==> config.mk <==
export PLATFORM = sky130hd
export DESIGN_NAME = ext_int_gen
export DESIGN_NICKNAME = d
export VERILOG_FILES = /design/src/rtl/ext_int_gen_pkg.sv /design/src/rtl/ext_int_gen_be_merge.sv /design/src/rtl/ext_int_gen.sv
export SDC_FILE = /design/constraint.sdc
export NUM_CORES = 1
export LEC_CHECK = 0
export ABC_AREA = 1
export CORE_MARGIN = 8
export CORE_UTILIZATION = 41
export DETAILED_ROUTE_END_ITERATION = 10
export PLACE_DENSITY_LB_ADDON = 0.1
export SYNTH_ARGS = -nofsm -noshare
export SYNTH_HDL_FRONTEND = slang
export SYNTH_SLANG_ARGS = --single-unit
==> constraint.sdc <==
create_clock -name clk -period 1.55 [get_ports clk]
set_input_delay 0.31 -clock clk [delete_from_list [all_inputs] [get_ports clk]]
set_output_delay 0.31 -clock clk [all_outputs]
set_load 0.03 [all_outputs]
==> src/rtl/ext_int_gen_pkg.sv <==
// Shared constants, register map and FSM encoding for the external interrupt generator.
package ext_int_gen_pkg;

  localparam logic [31:0] EIG_BASE     = 32'h0000_7F30;
  localparam logic [31:0] INT_ACK_ADDR = 32'h0000_7F20;

  localparam logic [1:0] OFF_CTRL   = 2'd0;
  localparam logic [1:0] OFF_PERIOD = 2'd1;
  localparam logic [1:0] OFF_COUNT  = 2'd2;
  localparam logic [1:0] OFF_STATUS = 2'd3;

  localparam int CTRL_EN   = 0;
  localparam int CTRL_MODE = 1;
  localparam int CTRL_IM   = 2;
  localparam int STAT_PEND = 0;
  localparam int STAT_OVR  = 1;

  typedef enum logic [1:0] {
    ST_IDLE   = 2'd0,
    ST_LOAD   = 2'd1,
    ST_CNT    = 2'd2,
    ST_EXPIRE = 2'd3
  } eig_state_e;

endpackage

==> src/rtl/ext_int_gen_be_merge.sv <==
// Merges an old and a new 32-bit word byte by byte under a 4-bit byte enable.
module ext_int_gen_be_merge (
  input  logic [31:0] old_word,
  input  logic [31:0] new_word,
  input  logic [3:0]  byteen,
  output logic [31:0] merged
);

  for (genvar i = 0; i < 4; i++) begin : g_byte
    assign merged[8*i +: 8] = byteen[i] ? new_word[8*i +: 8] : old_word[8*i +: 8];
  end

endmodule

==> src/rtl/ext_int_gen.sv <==
// Bus-mapped countdown timer that raises a level interrupt and drops it on the CPU's ack store.
module ext_int_gen
  import ext_int_gen_pkg::*;
#(
  parameter logic [31:0] BASE_ADDR = EIG_BASE,
  parameter logic [31:0] ACK_ADDR  = INT_ACK_ADDR
) (
  input  logic        clk,
  input  logic        reset,
  input  logic [31:0] addr,
  input  logic [31:0] wdata,
  input  logic [3:0]  byteen,
  output logic [31:0] rdata,
  input  logic [31:0] int_addr,
  input  logic [3:0]  int_byteen,
  output logic        interrupt
);

  // Bus handshake: no valid/ready; a write is accepted on any edge where addr hits the
  // window and any byteen bit is set, reads are combinational and always accepted.

  logic        en, mode, im;
  logic        pend, ovr;
  logic [31:0] period, count;
  eig_state_e  state, state_next;

  logic        hit, wr, ack;
  logic [1:0]  off;
  logic        wr_ctrl, wr_period, wr_status;
  logic        w1c_pend, w1c_ovr;
  logic [31:0] reg_word, merged;
  logic        load_evt, dec_evt, expire_evt, oneshot_done;
  logic        unused_addr_bits;

  assign hit       = (addr[31:4] == BASE_ADDR[31:4]);
  assign off       = addr[3:2];
  assign wr        = hit && (|byteen);
  assign wr_ctrl   = wr && (off == OFF_CTRL);
  assign wr_period = wr && (off == OFF_PERIOD);
  assign wr_status = wr && (off == OFF_STATUS);
  assign w1c_pend  = wr_status && byteen[0] && wdata[STAT_PEND];
  assign w1c_ovr   = wr_status && byteen[0] && wdata[STAT_OVR];
  assign ack       = (int_addr == ACK_ADDR) && (|int_byteen);
  assign unused_addr_bits = ^addr[1:0];

  always_comb begin
    reg_word = '0;
    case (off)
      OFF_CTRL:   reg_word = {29'b0, im, mode, en};
      OFF_PERIOD: reg_word = period;
      OFF_COUNT:  reg_word = count;
      OFF_STATUS: reg_word = {30'b0, ovr, pend};
      default:    reg_word = '0;
    endcase
  end

  assign rdata = hit ? reg_word : '0;

  // One merger serves both writable registers: the old word is whatever the addressed register reads.
  ext_int_gen_be_merge u_be_merge (
    .old_word (reg_word),
    .new_word (wdata),
    .byteen   (byteen),
    .merged   (merged)
  );

  always_ff @(posedge clk) begin
    if (!reset) state <= ST_IDLE;
    else        state <= state_next;
  end

  always_comb begin
    state_next = state;
    if (!en) begin
      state_next = ST_IDLE;
    end else begin
      case (state)
        ST_IDLE:   if (period != '0) state_next = ST_LOAD;
        ST_LOAD:   state_next = ST_CNT;
        ST_CNT:    if (count <= 32'd1) state_next = ST_EXPIRE;
        ST_EXPIRE: state_next = mode ? ST_LOAD : ST_IDLE;
        default:   state_next = ST_IDLE;
      endcase
    end
  end

  // Every action is gated by EN so a disable freezes COUNT on the very edge it is seen.
  always_comb begin
    load_evt     = (state == ST_LOAD) && en;
    dec_evt      = (state == ST_CNT) && en;
    expire_evt   = dec_evt && (count <= 32'd1);
    oneshot_done = (state == ST_EXPIRE) && en && !mode;
  end

  always_ff @(posedge clk) begin
    if (!reset) begin
      en   <= 1'b0;
      mode <= 1'b0;
      im   <= 1'b0;
    end else begin
      if (oneshot_done) en <= 1'b0;
      if (wr_ctrl) begin
        en   <= merged[CTRL_EN];
        mode <= merged[CTRL_MODE];
        im   <= merged[CTRL_IM];
      end
    end
  end

  always_ff @(posedge clk) begin
    if (!reset)         period <= '0;
    else if (wr_period) period <= merged;
  end

  always_ff @(posedge clk) begin
    if (!reset)        count <= '0;
    else if (load_evt) count <= period;
    else if (dec_evt)  count <= (count <= 32'd1) ? 32'd0 : count - 32'd1;
  end

  // Expiry beats any clear; an ack landing with an expiry counts as servicing, not overrun.
  always_ff @(posedge clk) begin
    if (!reset) begin
      pend <= 1'b0;
      ovr  <= 1'b0;
    end else begin
      if (expire_evt)           pend <= 1'b1;
      else if (ack || w1c_pend) pend <= 1'b0;
      if (expire_evt && pend && !ack) ovr <= 1'b1;
      else if (w1c_ovr)               ovr <= 1'b0;
    end
  end

  always_ff @(posedge clk) begin
    if (!reset) interrupt <= 1'b0;
    else        interrupt <= pend & im;
  end

endmodule

==> impl_metrics.csv <==
group,metric,value,unit
placement,dp.cells,1339,
timing,holdWs,472,ps
timing,fin_crit,1860,ps
die,die_w,132,um
finish,multiInputGateArea,0.00404,sq mm
drt,drtIter0Drc,565,
die,fp.dieH,132,um
setup_path,slowest_delay,230,ps
clock_tree,cts_buffer_depth,2,
timing,hold_viol,0,
timing,rsz0062_at_grt,"yes",
timing,skew,6.04,ps
global_route,grt_pass1_vias,6971,
synthesis,synth_warnings,0,
timing,maxSlewViolCount,0,
placement,gp_congestion,0.961,
synthesis,synth_flop_cell,"dfxtp_1",
run_status,status,"complete, but fails checks",
synthesis,ys_seq_area_frac,0.260,
clock_tree,h-tree-depth,3,
die,design.core.area,0.0132,sq mm
clock_tree,insertion_delay,340,ps
synthesis,synth.distinct_cells,35,
setup_path,cp_data_required_time,1240,ps
power_and_ir_drop,internal_power,0.00359,W
global_route,overflow,0,
global_route,antenna_found_initial,0,
flow_run,cap_violations,0,
synthesis,synth-seq-cells,72,
placement,hpwl,14800,um
hold_path,hold_class,"reg -> reg",
setup_path,worst-path-max-fanout,8,
setup_path,cp-end-kind,"output pin",
die,die-area,0.0175,sq mm
power_and_ir_drop,clkPwrFrac,0.474,
drt,wire_per_inst,15.7,um
synthesis,avgSynthCellArea,5.82,sq um
setup_path,cp_common_cell,"nor2_4",
global_route,grt_pass1_wl,34500,um
run_status,violations,"setup timing",
drt,viasPerCell,5.16,
finish,final_nets,1324,
finish,syn2layout_area_growth,72.2,%
timing,max_freq,536,MHz
timing,finalWorstSetupSlack,-314,ps
drt,drt_pass1_iterations,5,
timing,worstMarginPinSlew,331,ps
synthesis,synthArstFlopShare,0,
drt,drc_errors,0,
setup_path,worstSetupPathType,"in -> out",
drt,met1_length,9190,um
setup_path,path_cells,"buf_6, nor2_4, nand3_2, nor2_1, nand2_1, nor2_4, clkinv_4, clkbuf_16, nor2_4, buf_6",
drt,vias,7178,
timing,final-setup-viol-count,68,
finish,instances_no_fill,1392,
synthesis,synth_area,0.00554,sq mm
timing,finalCritPeriodShare,1.20,
setup_path,crit_arrival,1550,ps
clock_tree,cts_inserted_buffers,9,
drt,postRouteAntennaNets,0,
timing,slew_headroom,0.777,
power_and_ir_drop,p_comb_frac,0.129,
power_and_ir_drop,vdd_drop_max,633,uV
drt,routed.top_layer,"met4",
power_and_ir_drop,switching_share,0.231,
power_and_ir_drop,power_density,489,mW/mm^2
power_and_ir_drop,p_switching,0.00107,W
power_and_ir_drop,p_seq_frac,0.397,
finish,antennaDiodeCount,0,
finish,regArea,0.00145,sq mm
global_route,track_usage,0.239,
global_route,grt_max_degree,62,
die,initial_core_util,0.418,
finish,drive_above_1_share,0.322,
synthesis,syn-num-nets,1065,
drt,dr_wl_met2,10700,um
die,row_count,42,
finish,fill_cells,1126,
clock_tree,cts_tree,"yes",
setup_path,slowest_stage,"clkbuf_16",
clock_tree,cts_sinks,72,
drt,wl,21900,um
power_and_ir_drop,power_leakage,3.92,nW
synthesis,synth_edf_count,0,
setup_path,r2r_slack,-310,ps
synthesis,syn_inst,952,
die,pin_count,139,
drt,wl_met3,1380,um
clock_tree,clk_pin_slew,60,ps
setup_path,startpoint_type,"primary input",
clock_tree,cts_root_buffer,"clkbuf_16",
placement,io_buffers,136,
## cell usage in the layout, fill, tap and decap left out, types with 10 or more instances in the layout
cell / Yosys / final
nand4_1: 60 / 60
nand2_2: 5 / 16
o22ai_1: 14 / 14
a21oi_2: 3 / 10
clkdlybuf4s50_1: 0 / 71
xor2_1: 11 / 10
buf_6: 4 / 62
buf_12: 0 / 15
inv_1: 135 / 122
nor2_4: 6 / 51
o21ai_0: 41 / 33
buf_4: 7 / 115
buf_2: 12 / 16
dfxtp_1: 72 / 65
nor2_2: 9 / 15
o21ai_1: 38 / 44
nor2_1: 143 / 92
nand2_1: 225 / 208
clkbuf_16: 0 / 10
a21oi_1: 61 / 54
nand3_1: 50 / 28
nand3_2: 3 / 20
## path summary, 6_finish.rpt
kind             from        end  depth (start not counted)
max           addr[6]   rdata[5]                         10
min                im  interrupt                          2
max reg2reg  count[0]  count[30]                         14
min reg2reg        im  interrupt                          2
## final cells by class
class                      instances  area share
multi-input combinational        696       0.423
sequential                        72       0.152
tap                              176      0.0231
inverter                         138      0.0576
clock inverter                     4     0.00538
clock buffer                      12      0.0279
timing repair buffer             294       0.311
## per-layer routing
layer,global-route usage,vias to the layer above
li1,-,3598
met1,0.291,3275
met2,0.407,262
met3,0.0476,43
met4,0.0845,0
met5,0,-
## cell usage after synthesis, types with 2 or more instances
library cell | instances | area [sq um]
nand3_2 | 3 | 30.0
ha_1 | 7 | 87.6
buf_2 | 12 | 60.1
nor3_1 | 6 | 30.0
nand4_1 | 60 | 375
a21oi_2 | 3 | 26.3
o22ai_1 | 14 | 87.6
nand3b_1 | 4 | 30.0
o21ai_0 | 41 | 205
a21oi_1 | 61 | 305
nand2_2 | 5 | 31.3
nor2_2 | 9 | 56.3
buf_6 | 4 | 45.0
xor2_1 | 11 | 96.3
nand3_1 | 50 | 250
clkbuf_1 | 22 | 82.6
nor2_4 | 6 | 67.6
clkinv_1 | 2 | 7.51
nand2_1 | 225 | 845
o21ai_1 | 38 | 190
nor2_1 | 143 | 537
buf_4 | 7 | 52.6
dfxtp_1 | 72 | 1440
o21a_1 | 2 | 15.0
inv_1 | 135 | 507
## per-stage QoR
step                TNS [ps]   util  setup slack, ps  cell area (sq um)  power (W)
global placement      -43080  0.611             -666               8100    0.00241
CTS                   -10400  0.693             -258               9170    0.00467
global route          -20240  0.720             -396               9540    0.00479
floorplan              -88.4      -            -22.2               5860    0.00205
finish                -15430  0.720             -314               9540    0.00466
detailed placement    -44370  0.611             -690               8100    0.00242
## power by group through the flow
stage | logic (W) | clock network, W | registers (W)
floorplan | 0.000164 | 0 | 0.00189
global placement | 0.000523 | 0 | 0.00189
detailed placement | 0.000524 | 0 | 0.00189
CTS | 0.000583 | 0.00223 | 0.00185
global route | 0.000644 | 0.00230 | 0.00185
finish | 0.000602 | 0.00221 | 0.00185
## critical path: cells and delay by family
kind,cells,cell delay [ps]
buffers and inverters,4,630
AND/OR/NAND/NOR,6,590
## what timing repair did
item | in CTS | in global routing
hold buffers | 0 | 0
setup buffers | 25 | 10
endpoints found under the setup margin | 102 | 103
gates cloned | 8 | 1
pin swaps | 37 | 44
resized for setup | 241 | 82
## logic make-up (layout without fill, tap and decap cells)
| family | Yosys count | after routing | synth area share |
|---|---|---|---|
| and+or+nand+nor | 515 | 516 | 0.414 |
| buffers and inverters | 185 | 448 | 0.138 |
| AOI/OAI and AO/OA | 162 | 162 | 0.154 |
| DFF | 72 | 72 | 0.260 |
| xor gates and xnor gates | 11 | 11 | 0.0174 |
| adders and majority gates | 7 | 7 | 0.0158 |
## sequential cells by signal, indices dropped and copies added, names as in the netlist
name / flops
period: 32
en: 1
count: 32
im: 1
pend: 1
state: 2
ovr: 1
mode: 1
interrupt: 1
(Power assumes the default switching activity.)
